File: config.mk
export PLATFORM = sky130hd
export DESIGN_NAME = branch_operand_hazard_unit
export DESIGN_NICKNAME = d
export VERILOG_FILES = /design/src/rtl/branch_operand_hazard_unit.sv
export SDC_FILE = /design/constraint.sdc
export NUM_CORES = 1
export LEC_CHECK = 0
export ABC_AREA = 1
export BUFFER_PORTS_ARGS = -buffer_cell sky130_fd_sc_hd__buf_4
export CAP_MARGIN = 20
export CORE_MARGIN = 2
export CORE_UTILIZATION = 39
export DETAILED_ROUTE_END_ITERATION = 6
export PLACE_DENSITY = 0.87
export SETUP_SLACK_MARGIN = 0.5
export SLEW_MARGIN = 20
export SYNTH_ARGS = -nofsm -noshare
export SYNTH_HDL_FRONTEND = slang
export SYNTH_SLANG_ARGS = --single-unit
File: constraint.sdc
create_clock -name clk -period 2.8 [get_ports clk]
set_input_delay 0.7 -clock clk [delete_from_list [all_inputs] [get_ports clk]]
set_output_delay 0.7 -clock clk [all_outputs]
set_load 0.01 [all_outputs]
File: src/rtl/branch_operand_hazard_unit.sv
// ID-stage forwarding select and stall sequencer for branches/jr resolved in ID.
// Optional stall-cycle counter enabled by defining BRANCH_HAZARD_PERF_EN.
module branch_operand_hazard_unit #(
    parameter int REG_ADDR_W = 5,
    parameter int NUM_SRC    = 2,
    parameter int CNT_W      = 16
) (
    input  logic                          clk,
    input  logic                          reset,
    input  logic                          id_valid,
    input  logic                          id_is_branch,
    input  logic                          id_flush,
    input  logic [NUM_SRC*REG_ADDR_W-1:0] id_src_addr,
    input  logic [NUM_SRC-1:0]            id_src_used,
    input  logic                          ex_regwrite,
    input  logic                          ex_memread,
    input  logic [REG_ADDR_W-1:0]         ex_rd,
    input  logic                          mem_regwrite,
    input  logic                          mem_memread,
    input  logic [REG_ADDR_W-1:0]         mem_rd,
    input  logic                          wb_regwrite,
    input  logic [REG_ADDR_W-1:0]         wb_rd,
    output logic [2*NUM_SRC-1:0]          fwd_sel,
    output logic                          stall,
    output logic                          pc_write,
    output logic                          ifid_write,
    output logic                          ctrl_bubble,
    output logic [CNT_W-1:0]              stall_cycles
);

    typedef enum logic {IDLE, STALL} state_t;

    state_t               state, state_next;
    logic [1:0]           remain, remain_next;
    logic [1:0]           need_src [NUM_SRC];
    logic [1:0]           need;
    logic [2*NUM_SRC-1:0] fwd_raw;
    logic                 stall_raw;

    for (genvar g = 0; g < NUM_SRC; g++) begin : g_src
        logic [REG_ADDR_W-1:0] addr;
        logic                  active, ex_hit, mem_hit, wb_hit;

        assign addr    = id_src_addr[g*REG_ADDR_W +: REG_ADDR_W];
        assign active  = id_valid & id_is_branch & id_src_used[g] & (addr != '0);
        assign ex_hit  = ex_regwrite & (ex_rd == addr);
        assign mem_hit = mem_regwrite & (mem_rd == addr);
        assign wb_hit  = wb_regwrite & (wb_rd == addr);

        assign need_src[g] = !active                 ? 2'd0 :
                             ex_hit                  ? (ex_memread ? 2'd2 : 2'd1) :
                             (mem_hit & mem_memread) ? 2'd1 : 2'd0;

        // EX/MEM ALU result wins over MEM/WB; a load in MEM is never forwarded from there
        assign fwd_raw[2*g +: 2] = !active                  ? 2'b00 :
                                   (mem_hit & !mem_memread) ? 2'b01 :
                                   wb_hit                   ? 2'b10 : 2'b00;
    end

    always_comb begin
        need = 2'd0;
        for (int unsigned i = 0; i < NUM_SRC; i++) begin
            if (need_src[i] > need) need = need_src[i];
        end
    end

    always_comb begin
        stall_raw   = 1'b0;
        state_next  = state;
        remain_next = remain;
        case (state)
            IDLE: begin
                if ((need != 2'd0) && !id_flush) begin
                    stall_raw = 1'b1;
                    if (need == 2'd2) begin
                        state_next  = STALL;
                        remain_next = 2'd1;
                    end
                end
            end
            STALL: begin
                if (id_flush) begin
                    state_next  = IDLE;
                    remain_next = 2'd0;
                end else begin
                    stall_raw   = 1'b1;
                    remain_next = (remain != 2'd0) ? remain - 2'd1 : 2'd0;
                    if (remain <= 2'd1) state_next = IDLE;
                end
            end
            default: begin
                state_next  = IDLE;
                remain_next = 2'd0;
            end
        endcase
    end

    always_ff @(posedge clk) begin
        if (reset) begin
            state  <= IDLE;
            remain <= 2'd0;
        end else begin
            state  <= state_next;
            remain <= remain_next;
        end
    end

    assign stall       = stall_raw & !reset;
    assign pc_write    = ~stall;
    assign ifid_write  = ~stall;
    assign ctrl_bubble = stall;
    assign fwd_sel     = reset ? '0 : fwd_raw;

`ifdef BRANCH_HAZARD_PERF_EN
    logic [CNT_W-1:0] cnt;

    always_ff @(posedge clk) begin
        if (reset)
            cnt <= '0;
        else if (stall && (cnt != '1))
            cnt <= cnt + CNT_W'(1);
    end

    assign stall_cycles = cnt;
`else
    assign stall_cycles = '0;
`endif

endmodule

[Word-level counts from Yosys, hierarchy flattened]
Cells that the tools add are included.
Operators by class
  muxes and demuxes: 29
  bitwise gates (word level): 18
  equal/unequal tests: 9
  order comparisons: 3
  $add $sub $neg: 1
  reduce and logical (&&, ||, !) cells: 9
Operator list (number)
  2-to-1 mux 2 bit: 17
  equality test 5 bit: 6
  bitwise AND 1 bit: 16
  nonzero test 5 bit: 2
  2-to-1 mux 1 bit: 8
  2-to-1 mux 4 bit: 1
  != test 2 bit, second input constant: 2
  case mux 1 bit (2 select lines): 2
  case mux 2 bit (2 select lines): 1
  nonzero test 2 bit: 2
  logical NOT 1 bit: 3
  equality test 2 bit, second input constant: 1
  > comparator 2 x 1 -> 1 bit, second input constant: 1
  > comparator 2 bit: 1
  less-or-equal comparator 2 x 1 -> 1 bit, second input constant: 1
  NOT 1 bit: 2
  AND reduction 2 bit: 1
  subtractor 2 x 1 -> 2 bit, second input constant: 1
  logical AND 1 bit: 1
Storage, ports and cells
  input port bits: 37
  output and inout bits: 24
  flip-flop bits (word level): 3
  word-level logic and storage cells: 71

[Depth between registers and ports, before layout]
  depth after elaboration: 16
  depth in mapped cells: 18
  mapped depth without buffers: 17

[Least setup slack after synthesis]
OpenSTA, ideal clock, no wires.
  path type: in2out
  from: in ex_rd[0]
  to: out stall
  data required time: 2.100 ns
  buffers on the path: 1
  stages on the path: 16
  setup slack: -0.277 ns
  arrival: 2.377 ns
  cell sequence: inv_1 > nand2_1 > nand2_1 > nor2_1 > nand3_1 > nor2_2 > nor2_2 > and2_1 > ha_1 > a22oi_1 > inv_1 > nand3_2 > nand4_1 > nand3_2 > inv_2 > buf_4
On the way
  word-level cells in the longest chain between the ends: 13
  elaborated cells between the ends (all ways): 17
  those cells by class: order compare: 2; eq/ne: 2; mux: 8; bitwise: 3; reduce/logical: 2
Ends and longest elaborated chain
  start, declared: line 17  | input logic [REG_ADDR_W-1:0] ex_rd,
  equality test 5 bit: line 46  | assign ex_hit = ex_regwrite & (ex_rd == addr);
  bitwise AND 1 bit: line 46
  2-to-1 mux 2 bit: line 51  | ex_hit ? (ex_memread ? 2'd2 : 2'd1) :
  2-to-1 mux 2 bit: line 50  | assign need_src[g] = !active ? 2'd0 :
  > comparator 2 x 1 -> 1 bit: line 63  | if (need_src[i] > need) need = need_src[i];
  2-to-1 mux 2 bit: line 63
  > comparator 2 bit: line 63
  2-to-1 mux 2 bit (*): line 63
  nonzero test 2 bit (*): line 73  | if ((need != 2'd0) && !id_flush) begin
  logical AND 1 bit (*): line 73
  2-to-1 mux 1 bit (*): line 73
  case mux 1 bit (2 select lines) (*): line 71  | case (state)
  bitwise AND 1 bit (*): line 108  | assign stall = stall_raw & !reset;
  end, declared: line 24  | output logic stall,
Mark *: on every way between the ends. The rest lies on a longest branch, timed or not.

[Final worst setup path]
  from: in ex_rd[0]
  to: out ctrl_bubble
On the way
  word-level cells in the longest chain between the ends: 13
  elaborated cells between the ends (all ways): 17
  those cells by class: order compare: 2; eq/ne: 2; mux: 8; bitwise: 3; reduce/logical: 2
Ends and longest elaborated chain
  equality test 5 bit: line 46
  bitwise AND 1 bit: line 46
  2-to-1 mux 2 bit: line 51
  2-to-1 mux 2 bit: line 50
  > comparator 2 x 1 -> 1 bit: line 63
  2-to-1 mux 2 bit: line 63
  > comparator 2 bit: line 63
  2-to-1 mux 2 bit (*): line 63
  nonzero test 2 bit (*): line 73
  logical AND 1 bit (*): line 73
  2-to-1 mux 1 bit (*): line 73
  case mux 1 bit (2 select lines) (*): line 71
  bitwise AND 1 bit (*): line 108
  end, declared: line 27  | output logic ctrl_bubble,
Marks and branches as above.

==> flow_summary_export.csv <==
group,metric,value,unit
status,status,"finished with violations",
status,violations,"negative setup slack",
layout,drive_gt1_share,50.4,%
power,peakVddDrop,0.169,mV
floorplanning,coreArea,2450,µm²
logic_synthesis,ys_seq_elements,3,
global_route,grt_start_max_net_pins,7,
drt,drtAntennaViolNets,0,
clock_network,clk_pin_slew,0.04,ns
logic_synthesis,yosys_warnings,0,
setup_path,cpPeakStageDelay,0.29,ns
clock_network,hold_buffers,0,
drt,vias,1529,
setup_path,critPathArrivalTime,2.70,ns
clock_network,cts_tree,"done",
global_route,grt_pass1_vias,1324,
logic_synthesis,ys_types,27,
global_route,grt_usage,26.8,%
setup_path,crit_chain,"buf_6 -> inv_4 -> nand2_2 -> nand2_1 -> nor2_1 -> nand3_1 -> nor2_2 -> nor2_2 -> and2_1 -> ha_1 -> a22oi_2 -> inv_1 -> nand3_2 -> nand4_1 -> nand3_2 -> inv_2 -> buf_6",
logic_synthesis,synth_flop_cell,"dfxtp_1",
layout,final_common_cell,"buf_4",
place,dp_hpwl,2.58,mm
floorplanning,die_w,54.7,µm
timing,period_share,121,%
drt,highest_layer,"met4",
timing,setup_ws,-0.596,ns
setup_path,critPathBufInv,5,
drt,post_drt_wl_per_cell,14.6,µm
setup_path,cp-end-kind,"output pin",
floorplanning,dieArea,2990,µm²
layout,n_fill_cell,165,
setup_path,r2r_slack,1.72,ns
timing,rsz0062_at_grt,"yes",
power,power_leakage,1.01,nW
drt,drt-pass1-iter-count,4,
logic_synthesis,ys_seq_area_share,5.99,%
drt,drc,0,
run,cap_violations,0,
timing,worst_clock_skew,0.00137,ns
place,place_ws,-0.465,ns
drt,finalWirelength,4.41,mm
global_route,overflow,0,
logic_synthesis,syn_area,1000,µm²
min_path,hp-class,"reg -> reg",
global_route,antenna_found_initial,0,
layout,final_nets,313,
clock_network,cts_buffer_depth,2,
drt,vias_per_cell,5.06,
floorplanning,pin_count,61,
floorplanning,initial_core_util,40.9,%
drt,wl_met1,1.65,mm
clock_network,cts-buffers-inserted,3,
timing,setup_viol,7,
logic_synthesis,async_reset_ff_share,0,%
layout,area_growth,88.3,%
floorplanning,die_y,54.7,µm
logic_synthesis,syn_avg_cell_area,5.42,µm²
logic_synthesis,syn-instance-count,185,
timing,hold_viol_final,0,
logic_synthesis,synth_edf_count,0,
setup_path,crit_slowest_cell,"ha_1",
power,power,0.000340,W
timing,clock.fmax,294,MHz
layout,final_cell_mix,"buf_4, nand2_1, inv_1, conb_1",
clock_network,root_buffer,"clkbuf_4",
place,portBuffers,44,
layout,fin_util,77.0,%
power,p_per_area,180,nW/µm²
drt,route.met2.wl,2.33,mm
clock_network,h-tree-depth,1,
place,place.gp.congestion,0.878,
clock_network,clock_latency,0.25,ns
setup_path,critical_path.top_delay_family,"simple AND/OR/NAND/NOR gates",
drt,dr.first_iter.drc_count,63,
timing,fin_crit,3.40,ns
timing,fin_tns_setup,-3.85,ns
setup_path,criticalPathCategory,"in -> out",
floorplanning,num_rows,18,
setup_path,cp_max_fo,3,
global_route,grt_pass1_wl,5.67,mm
layout,antennaDiodeCount,0,
clock_network,clkSinkCount,3,
setup_path,required,2.10,ns
setup_path,start_kind,"input pin",
timing,timing_max_transition_violations_final,0,
drt,wl_met3,324,µm
through the flow:
stage	instance area [µm²]	hold slack (ns)	std cells
after CTS	1780	0.473	300
after floorplan	1110	0.459	200
after detailed placement	1530	0.477	282
after global placement	1530	0.473	282
final	1890	0.489	302
after global routing	1890	0.529	302
cell usage after synthesis (2+ instances only):
library cell  count  area share (%)
nor2_1           19             7.1
inv_2            10             3.7
nand3_1           9             4.5
o21ai_0           2             1.0
a21oi_1           8             4.0
xor2_1            5             4.4
nor2_2            4             2.5
nor3_1            5             2.5
o22ai_1           5             3.1
nand2_1          47              18
ha_1              3             3.7
nand3_2           4             4.0
buf_4            18              13
dfxtp_1           3             6.0
nand4_1           6             3.7
inv_1            26             9.7
timing repair:
action | 4_1_cts | 5_1_grt
buffers inserted | 14 | 2
gates resized for setup | 33 | 22
setup endpoints to repair | 11 | 11
pin swaps | 27 | 22
power by group:
part	leakage, nW	switching [W]	internal, W
Sequential	0.0242	0.0000000339	0.0000430
Combinational	0.967	0.000109	0.000105
Clock	0.0150	0.0000292	0.0000538
worst register-to-register path: cells and delay by family, from the launching register on:
family,cells,cell delay [ns]
compound gates,2,0.27
buf+inv,1,0.09
flops,1,0.34
simple gates,1,0.31
metal layers:
layer	vias up	GRT usage (%)
met5	-	0
met4	0	9.17
met3	15	3.55
met2	84	52.2
met1	708	28.8
li1	722	-
cells by family (layout without fill, tap and decap cells):
family,count (synthesis),count (layout),share of synthesized area [%]
other,1,16,0.374
AOI/OAI and AO/OA,18,18,10.4
adders and majority gates,3,3,3.74
buffers and inverters,55,127,27.3
xor gates and xnor gates,6,6,5.24
DFF,3,3,5.99
and+or+nand+nor,99,99,47.0
final cells by class:
cell class | instances | area, µm² | area share, %
clock buffer | 4 | 26.3 | 1.39
inverter | 37 | 176 | 9.34
multi-input combinational | 142 | 817 | 43.2
sequential | 3 | 60.1 | 3.18
tap | 30 | 37.5 | 1.99
timing repair buffer | 86 | 772 | 40.9
registers in the layout, indices dropped and copies added, names as in the netlist:
name and flops:
remain 2, state 1
worst paths after layout:
kind / startpoint / to / depth (start not counted)
worst min-delay path: remain[0]$_SDFFE_PP0P_ / remain[1]$_SDFFE_PP0P_ / 2
worst max register to register: state$_SDFF_PP0_ / remain[0]$_SDFFE_PP0P_ / 4
worst max-delay path: ex_rd[0] / ctrl_bubble / 17
worst min register to register: remain[0]$_SDFFE_PP0P_ / remain[1]$_SDFFE_PP0P_ / 2
Note: power is estimated with default switching activity, not from simulation.
